[src/rtl/dphy_lane_sequencer.sv]
// D-PHY data-lane burst sequencer: walks LP-11 -> LP-01 -> LP-00 -> HS-zero -> HS data -> HS-trail -> LP-11.
// PHY outputs and event pulses are registered, so they show each cycle's state one clock later.
//
// state      | meaning
// -----------+-------------------------------------------------
// S_IDLE     | LP-11 stop state, waiting for lanes_enable & hs_req
// S_LP01     | HS request (LP-01), tlpx cycles
// S_LP00     | HS prepare (LP-00), hs_prepare cycles
// S_HS_ZERO  | HS-zero preamble, hs_go cycles
// S_HS_DATA  | payload bytes, hs_ready high, ends on first idle beat
// S_HS_TRAIL | trail (inverse of last bit), hs_trail cycles
// S_HS_EXIT  | LP-11 hold after burst, hs_exit cycles
module dphy_lane_sequencer #(
    parameter int LANES = 4,
    parameter int CNT_W = 8
) (
    input  logic                 clk,
    input  logic                 rst_n,
    input  logic                 lanes_enable,
    input  logic [2:0]           lanes_number,
    input  logic [CNT_W-1:0]     tlpx_timeout,
    input  logic [CNT_W-1:0]     hs_prepare_timeout,
    input  logic [CNT_W-1:0]     hs_go_timeout,
    input  logic [CNT_W-1:0]     hs_trail_timeout,
    input  logic [CNT_W-1:0]     hs_exit_timeout,
    input  logic                 hs_req,
    input  logic                 hs_valid,
    input  logic [8*LANES-1:0]   hs_data,
    output logic                 hs_ready,
    output logic [LANES-1:0]     lp_p,
    output logic [LANES-1:0]     lp_n,
    output logic [LANES-1:0]     hs_oe,
    output logic [8*LANES-1:0]   hs_dout,
    output logic                 busy,
    output logic                 burst_done,
    output logic                 underflow_set
);

    typedef enum logic [2:0] {
        S_IDLE, S_LP01, S_LP00, S_HS_ZERO, S_HS_DATA, S_HS_TRAIL, S_HS_EXIT
    } state_t;

    localparam logic [2:0] LANES_L = 3'(LANES);

    state_t             state_q, state_d;
    logic [CNT_W-1:0]   cnt_q, cnt_d;
    logic [CNT_W-1:0]   prep_q, prep_d;
    logic [CNT_W-1:0]   go_q, go_d;
    logic [CNT_W-1:0]   trail_q, trail_d;
    logic [CNT_W-1:0]   exit_q, exit_d;
    logic [2:0]         lanes_q, lanes_d;
    logic [8*LANES-1:0] last_q, last_d;
    logic [LANES-1:0]   lp_p_q, lp_p_d;
    logic [LANES-1:0]   lp_n_q, lp_n_d;
    logic [LANES-1:0]   hs_oe_q, hs_oe_d;
    logic [8*LANES-1:0] hs_dout_q, hs_dout_d;
    logic               busy_q, busy_d;
    logic               burst_done_q, burst_done_d;
    logic               underflow_q, underflow_d;

    logic               xfer;
    logic               tc;
    logic [2:0]         lanes_eff;
    logic [8*LANES-1:0] data_now;

    function automatic logic [CNT_W-1:0] at_least_one(input logic [CNT_W-1:0] t);
        return (t == '0) ? CNT_W'(1) : t;
    endfunction

    assign hs_ready = (state_q == S_HS_DATA);

    always_comb begin
        state_d      = state_q;
        cnt_d        = cnt_q;
        prep_d       = prep_q;
        go_d         = go_q;
        trail_d      = trail_q;
        exit_d       = exit_q;
        lanes_d      = lanes_q;
        last_d       = last_q;
        burst_done_d = 1'b0;
        underflow_d  = 1'b0;

        xfer      = (state_q == S_HS_DATA) && hs_valid && lanes_enable;
        tc        = (cnt_q == CNT_W'(1));
        lanes_eff = (lanes_number == 3'd0 || lanes_number > LANES_L) ? LANES_L : lanes_number;
        data_now  = xfer ? hs_data : last_q;

        case (state_q)
            S_IDLE: begin
                if (lanes_enable && hs_req) begin
                    // tlpx goes straight into the counter; the rest wait for their state
                    state_d = S_LP01;
                    cnt_d   = at_least_one(tlpx_timeout);
                    prep_d  = hs_prepare_timeout;
                    go_d    = hs_go_timeout;
                    trail_d = hs_trail_timeout;
                    exit_d  = hs_exit_timeout;
                    lanes_d = lanes_eff;
                    last_d  = '0;
                end
            end
            S_LP01: begin
                if (tc) begin
                    state_d = S_LP00;
                    cnt_d   = at_least_one(prep_q);
                end else begin
                    cnt_d = cnt_q - CNT_W'(1);
                end
            end
            S_LP00: begin
                if (tc) begin
                    state_d = S_HS_ZERO;
                    cnt_d   = at_least_one(go_q);
                end else begin
                    cnt_d = cnt_q - CNT_W'(1);
                end
            end
            S_HS_ZERO: begin
                if (tc) begin
                    state_d = S_HS_DATA;
                    cnt_d   = '0;
                end else begin
                    cnt_d = cnt_q - CNT_W'(1);
                end
            end
            S_HS_DATA: begin
                if (xfer) begin
                    last_d = hs_data;
                end
                if (!lanes_enable || !hs_valid) begin
                    state_d     = S_HS_TRAIL;
                    cnt_d       = at_least_one(trail_q);
                    underflow_d = lanes_enable && hs_req;
                end
            end
            S_HS_TRAIL: begin
                if (tc) begin
                    state_d = S_HS_EXIT;
                    cnt_d   = at_least_one(exit_q);
                end else begin
                    cnt_d = cnt_q - CNT_W'(1);
                end
            end
            S_HS_EXIT: begin
                if (tc) begin
                    state_d      = S_IDLE;
                    cnt_d        = '0;
                    burst_done_d = 1'b1;
                end else begin
                    cnt_d = cnt_q - CNT_W'(1);
                end
            end
            default: begin
                state_d = S_IDLE;
                cnt_d   = '0;
            end
        endcase

        lp_p_d    = '1;
        lp_n_d    = '1;
        hs_oe_d   = '0;
        hs_dout_d = '0;
        for (int i = 0; i < LANES; i++) begin
            if (i < int'(lanes_q)) begin
                case (state_q)
                    S_LP01: begin
                        lp_p_d[i] = 1'b0;
                    end
                    S_LP00: begin
                        lp_p_d[i] = 1'b0;
                        lp_n_d[i] = 1'b0;
                    end
                    S_HS_ZERO: begin
                        lp_p_d[i]  = 1'b0;
                        lp_n_d[i]  = 1'b0;
                        hs_oe_d[i] = 1'b1;
                    end
                    S_HS_DATA: begin
                        lp_p_d[i]          = 1'b0;
                        lp_n_d[i]          = 1'b0;
                        hs_oe_d[i]         = 1'b1;
                        hs_dout_d[8*i +: 8] = data_now[8*i +: 8];
                    end
                    S_HS_TRAIL: begin
                        lp_p_d[i]          = 1'b0;
                        lp_n_d[i]          = 1'b0;
                        hs_oe_d[i]         = 1'b1;
                        hs_dout_d[8*i +: 8] = {8{~last_q[8*i+7]}};
                    end
                    default: begin
                        lp_p_d[i] = 1'b1;
                        lp_n_d[i] = 1'b1;
                    end
                endcase
            end
        end

        busy_d = (state_q != S_IDLE);
    end

    always_ff @(posedge clk) begin
        if (!rst_n) begin
            state_q      <= S_IDLE;
            cnt_q        <= '0;
            prep_q       <= '0;
            go_q         <= '0;
            trail_q      <= '0;
            exit_q       <= '0;
            lanes_q      <= '0;
            last_q       <= '0;
            lp_p_q       <= '1;
            lp_n_q       <= '1;
            hs_oe_q      <= '0;
            hs_dout_q    <= '0;
            busy_q       <= 1'b0;
            burst_done_q <= 1'b0;
            underflow_q  <= 1'b0;
        end else begin
            state_q      <= state_d;
            cnt_q        <= cnt_d;
            prep_q       <= prep_d;
            go_q         <= go_d;
            trail_q      <= trail_d;
            exit_q       <= exit_d;
            lanes_q      <= lanes_d;
            last_q       <= last_d;
            lp_p_q       <= lp_p_d;
            lp_n_q       <= lp_n_d;
            hs_oe_q      <= hs_oe_d;
            hs_dout_q    <= hs_dout_d;
            busy_q       <= busy_d;
            burst_done_q <= burst_done_d;
            underflow_q  <= underflow_d;
        end
    end

    assign lp_p          = lp_p_q;
    assign lp_n          = lp_n_q;
    assign hs_oe         = hs_oe_q;
    assign hs_dout       = hs_dout_q;
    assign busy          = busy_q;
    assign burst_done    = burst_done_q;
    assign underflow_set = underflow_q;

endmodule

[config.mk]
export PLATFORM = sky130hd
export DESIGN_NAME = dphy_lane_sequencer
export DESIGN_NICKNAME = d
export VERILOG_FILES = /design/src/rtl/dphy_lane_sequencer.sv
export SDC_FILE = /design/constraint.sdc
export NUM_CORES = 1
export LEC_CHECK = 0
export CAP_MARGIN = 10
export CORE_AREA = 2 2 91 128
export CTS_CLUSTER_DIAMETER = 60
export CTS_CLUSTER_SIZE = 25
export DETAILED_ROUTE_END_ITERATION = 7
export DIE_AREA = 0 0 93 130
export PLACE_DENSITY = 0.84
export SYNTH_ARGS = -nofsm -noshare
export SYNTH_HDL_FRONTEND = slang
export SYNTH_SLANG_ARGS = --single-unit
[constraint.sdc]
create_clock -name clk -period 2.3 [get_ports clk]
set_input_delay 0.69 -clock clk [delete_from_list [all_inputs] [get_ports clk]]
set_output_delay 0.69 -clock clk [all_outputs]
set_load 0.01 [all_outputs]
After elaboration in Yosys (flattened, before gate mapping)
Cells that the tools add are included.

Logic and storage cells: 113. Input port bits: 80. Bits in registers: 125.

Add/subtract/negate cells: 1. Reduce and logical (&&, ||, !) cells: 30. Magnitude comparators: 5. Bitwise logic cells: 4. Multiplexer cells: 32. Equality and inequality tests: 14.

Operator list (count): 2-to-1 mux 8 bit (11); 2-to-1 mux 32 bit (2); case mux 32 bit (2 select lines) (1); case mux 8 bit (2 select lines) (4); case mux 8 bit (6 select lines) (1); logical NOT 8 bit (5); 2-to-1 mux 3 bit (8); case mux 3 bit (7 select lines) (1); AND reduction 2 bit (8); != test 2 bit, second input constant (6); == test 3 bit, second input constant (3); == test 8 x 1 -> 1 bit, second input constant (1); subtractor 8 x 1 -> 8 bit, second input constant (1); AND reduction 7 bit (1); == test 3 x 2 -> 1 bit, second input constant (2); logical NOT 3 bit (2); < comparator 1 x 3 -> 1 bit, first input constant (2); < comparator 2 x 3 -> 1 bit, first input constant (2); OR reduction 5 bit (1); 2-to-1 mux 1 bit (4); NOT 1 bit (4); OR reduction 4 bit (1); == test 3 x 1 -> 1 bit, second input constant (1); greater-than comparator 3 bit, second input constant (1); 9 further kinds (13).

Logic depth before layout (Yosys ltp)
Depth after elaboration: 5. Gate-level depth with buffers: 8. Mapped depth without buffers: 7.

Least setup slack after synthesis
OpenSTA, ideal clock, no wires.

Kind: reg2out. Start: reg state_q[2]. End: out hs_ready. Stages on the path, launching flop included: 5. Data required time: 1610 ps. Arrival: 1343 ps. Path slack: 267 ps. Cell sequence: dfxtp_1 -> buf_2 -> nor3b_2 -> clkbuf_1 -> buf_1.

Word-level cells in the longest chain between the ends: 1.

Ends and longest elaborated chain: start, declared (line 45) `state_t state_q, state_d;`; start signal, assigned (line 220) `state_q <= state_d;`; == test 3 bit (line 70) `assign hs_ready = (state_q == S_HS_DATA);`; end, declared (line 29) `output logic hs_ready,`.

No other way between the ends.

Final worst setup path
Start: reg cnt_q[1]. End: reg cnt_q[1].

Word-level cells in the longest chain between the ends: 3. Elaborated cells on any way between the ends: 7. Classes of those cells: add/sub: 1; eq/ne: 1; mux: 5.

Ends and longest elaborated chain: start, declared (line 46) `logic [CNT_W-1:0] cnt_q, cnt_d;`; start signal, assigned (line 221) `cnt_q <= cnt_d;`; subtractor 8 x 1 -> 8 bit or == test 8 x 1 -> 1 bit (tied branches); 2-to-1 mux 8 bit (on tied branches); case mux 8 bit (6 select lines) * (line 89) `case (state_q)`.

Mark *: on every way between the ends. The rest lies on a longest branch, timed or not. A chain may end at the register's enable or synchronous reset.

==> flow_summary.toml <==
[worst_hold_path]
hold_depth = 2
holdPathEnd = "go_q[0]"
min_path_type = "register to register"
hp-start = "go_q[0]"

[sta]
setup_tns_ns = 0
slew_headroom_pct = 39.7
finClkSkew_ns = 0.00627
drv_slew = 0
fmax_ghz = 0.469
period_needed_ns = 2.13
hold_viol = 0
finalSetupViolCount = 0
worst_pin_slew_ns = 0.904
rsz0062_at_grt = "false"
period_share_pct = 92.7

[cts]
cts_num_sinks = 125
cts.htree.levels = 4
cts.path.max_buffers = 2
clockRootBuffer = "clkbuf_16"
cts_tree = "yes"
cts_setup_buffers = 0
cts_buffers = 17
clock_latency_ns = 0.41
clk_pin_slew_ns = 0.06

[cells_and_area]
drive_gt1_share_pct = 13.7
antennaDiodeCount = 0
nNetsFinal = 806
finalCoreUtilization_pct = 67.1
areaGrowthSynthToFinish_pct = 42.0
fillers = 859

[detailed_routing]
wire_per_inst_microns = 16.8
vias_per_cell = 5.63
first_iter_violations = 255
ant_nets = 0
dr.pass1.iters = 5
finalWirelength_mm = 14.8
drc_errors = 0
vias = 4951

[yosys]
synthMuxAreaShare_pct = 9.01
synth_area_sq_um = 5220
ys_warn_count = 0
synth_top_family_by_area = "compound AO/OA/AOI/OAI gates"
synth.top_cell.area_share_pct = 47.9
synthAdderAreaFrac_pct = 0.910
synth_cells = 596
async_flop_share_pct = 0
synth_flop_cell = "dfxtp_1"
synth_area_leaders = "dfxtp_1, nand2_1, a21oi_1"
synth_cell_type_count = 55
synth.avg_cell_area_sq_um = 8.76
synth_edf_count = 0
syn_nets = 679
synth_xor_area_share_pct = 0.838
synth-compound-area-share_pct = 19.1
synth_seq_cells = 125
yosysTopAreaCell = "dfxtp_1"
synthSimpleGateAreaFrac_pct = 18.3
ys_seq_area_share_pct = 47.9

[placement]
portBuffers = 127
post-dp-hpwl_mm = 10.2
gp_congestion = 0.884

[setup_path]
r2r-start = "cnt_q[1]"
path_max_fanout = 5
r2r_slack_ns = 0.17
end_kind = "register"
critPathRequiredTime_ns = 2.63
start_kind = "register"
critPathSlowestCell = "or4b_1"
arrival_ns = 2.46
rr_worst_depth = 7
cpPeakStageDelay_ns = 0.63
crit_type = "register to register"
r2r_end = "cnt_q[1]"
crit_path_cell_trace = "inv_1, ha_1, or4b_1, nor2_8, mux2i_1, a222oi_1, a211oi_1"

[pwr]
p_leak_nw = 2.72
powerDensity_nw_per_um2 = 786
vdd_drop_max_uv = 569

[floorplan]
die-width_microns = 93
dieArea_sq_um = 12100
io_pins = 128
coreArea_sq_um = 11100
rows = 46
initial_utilization_pct = 47.3
die_h_microns = 130

[global_route]
antenna_found_initial = 0
grt_pass1_wl_mm = 23.2
grt_pass1_vias = 4815
grt_start_max_net_pins = 48
track_usage_pct = 24.2
grt-ovfl-total = 0

[status]
status = "complete, no violations"

[flow_run]
drv_cap = 0
where the power goes:
part / total [W] / switching [W] / internal [W] / leakage (nW)
registers: 0.00227 / 0.0000548 / 0.00222 / 1.01
logic: 0.000644 / 0.000314 / 0.000330 / 1.40
clock network: 0.00291 / 0.00104 / 0.00187 / 0.306
total: 0.00583 / 0.00141 / 0.00442 / 2.72
worst max-delay path: cells and delay by family, from the launching register on:
kind	cells	cell delay [ns]
mux	1	0.28
simple gates	2	0.80
flops	1	0.33
buf+inv	1	0.09
compound gates	2	0.38
fa+ha+maj	1	0.18
repair_timing:
item                                    CTS  global route
hold buffers                              0             0
gates resized for setup                   0             1
endpoints found under the setup margin    0             1
through the flow:
step / std cells / hold slack, ns / setup WS (ns) / total power [W] / instance area, sq um
after floorplan: 596 / 0.433 / 0.267 / 0.00265 / 5220
after global placement: 848 / 0.446 / -0.0384 / 0.00294 / 6770
after detailed placement: 848 / 0.455 / -0.0686 / 0.00295 / 6770
after CTS: 880 / 0.463 / 0.0143 / 0.00584 / 7420
after global routing: 880 / 0.492 / 0.0443 / 0.00601 / 7420
final: 880 / 0.461 / 0.168 / 0.00583 / 7420
cell usage in the layout (no fill, tap or decap), types with 3 or more instances in the layout:
master,synthesis,routed
ha_1,3,3
a211oi_1,4,4
mux2i_1,11,11
nand3b_1,3,3
a31oi_1,4,4
o21a_1,3,3
clkinvlp_4,0,3
xor2_1,4,4
a222oi_1,3,3
clkdlybuf4s50_1,0,126
mux2_2,32,32
nor2_1,47,46
nand3_1,4,4
buf_4,0,20
inv_6,0,5
nor3_1,4,4
clkbuf_16,0,17
dfxtp_1,125,125
a2bb2oi_1,5,5
or4_1,4,4
bufinv_16,0,4
o211ai_1,5,5
o21ai_0,12,12
or3_1,4,4
a21oi_1,73,73
inv_1,6,5
nand2b_1,4,4
and3_1,3,3
a22oi_1,33,33
buf_12,0,6
nand2_1,115,115
nor4_1,7,7
how the worst max path moves through the flow:
stage / start / endpoint / cells after the start
finish: cnt_q[1] / cnt_q[1] / 7
CTS: state_q[1] / hs_ready / 2
global placement: lanes_enable / cnt_q[5] / 7
floorplan: state_q[2] / hs_ready / 4
global route: cnt_q[1] / cnt_q[0] / 7
detailed placement: lanes_enable / cnt_q[0] / 6
per-layer routing:
metal	routed length, microns	up-vias	share of wire (%)	GRT usage (%)
met5	0	-	0	0
met4	454	0	3.1	10.6
met3	922	39	6.2	6.12
met2	7730	196	52	43.6
met1	5660	2352	38	26.9
li1	-	2364	-	-
kinds of logic after synthesis:
kind of cell,Yosys count
xor gates and xnor gates,5
muxes,43
and+or+nand+nor,211
AOI/OAI and AO/OA,157
DFF,125
adders and majority gates,4
buffers and inverters,51
cells in the mapped netlist, types with 2 or more instances:
cell       count
dfxtp_1      125
nand2_1      115
a21oi_1       73
nor2_1        47
a22oi_1       33
mux2_2        32
clkbuf_1      30
o21ai_0       12
mux2i_1       11
buf_1          9
nor4_1         7
inv_1          6
a2bb2oi_1      5
buf_2          5
o211ai_1       5
a211oi_1       4
a31oi_1        4
nand2b_1       4
nand3_1        4
nor3_1         4
or3_1          4
or4_1          4
xor2_1         4
a222oi_1       3
and3_1         3
ha_1           3
nand3b_1       3
o21a_1         3
a2111o_1       2
a22o_1         2
and2_1         2
nor2b_1        2
nor3b_2        2
o22ai_1        2
or2_2          2
state kept, by name (all words and copies together) (netlist names):
| signal | cells |
|---|---|
| state_q | 3 |
| trail_q | 8 |
| underflow_set | 1 |
| lp_n | 4 |
| lanes_q | 3 |
| cnt_q | 8 |
| busy | 1 |
| exit_q | 8 |
| hs_oe | 4 |
| lp_p | 4 |
| burst_done | 1 |
| prep_q | 8 |
| hs_dout | 32 |
| go_q | 8 |
| last_q | 32 |
cell type report:
class	count	area, sq um	area share [%]
Multi-Input combinational cell	420	2520	34.0
Sequential cell	125	2500	33.7
Timing Repair Buffer	153	1540	20.8
Clock buffer	18	439	5.92
Clock inverter	14	206	2.78
Tap cell	144	180	2.43
Inverter	6	22.5	0.304
No activity file was read; power rests on OpenSTA's default activity.
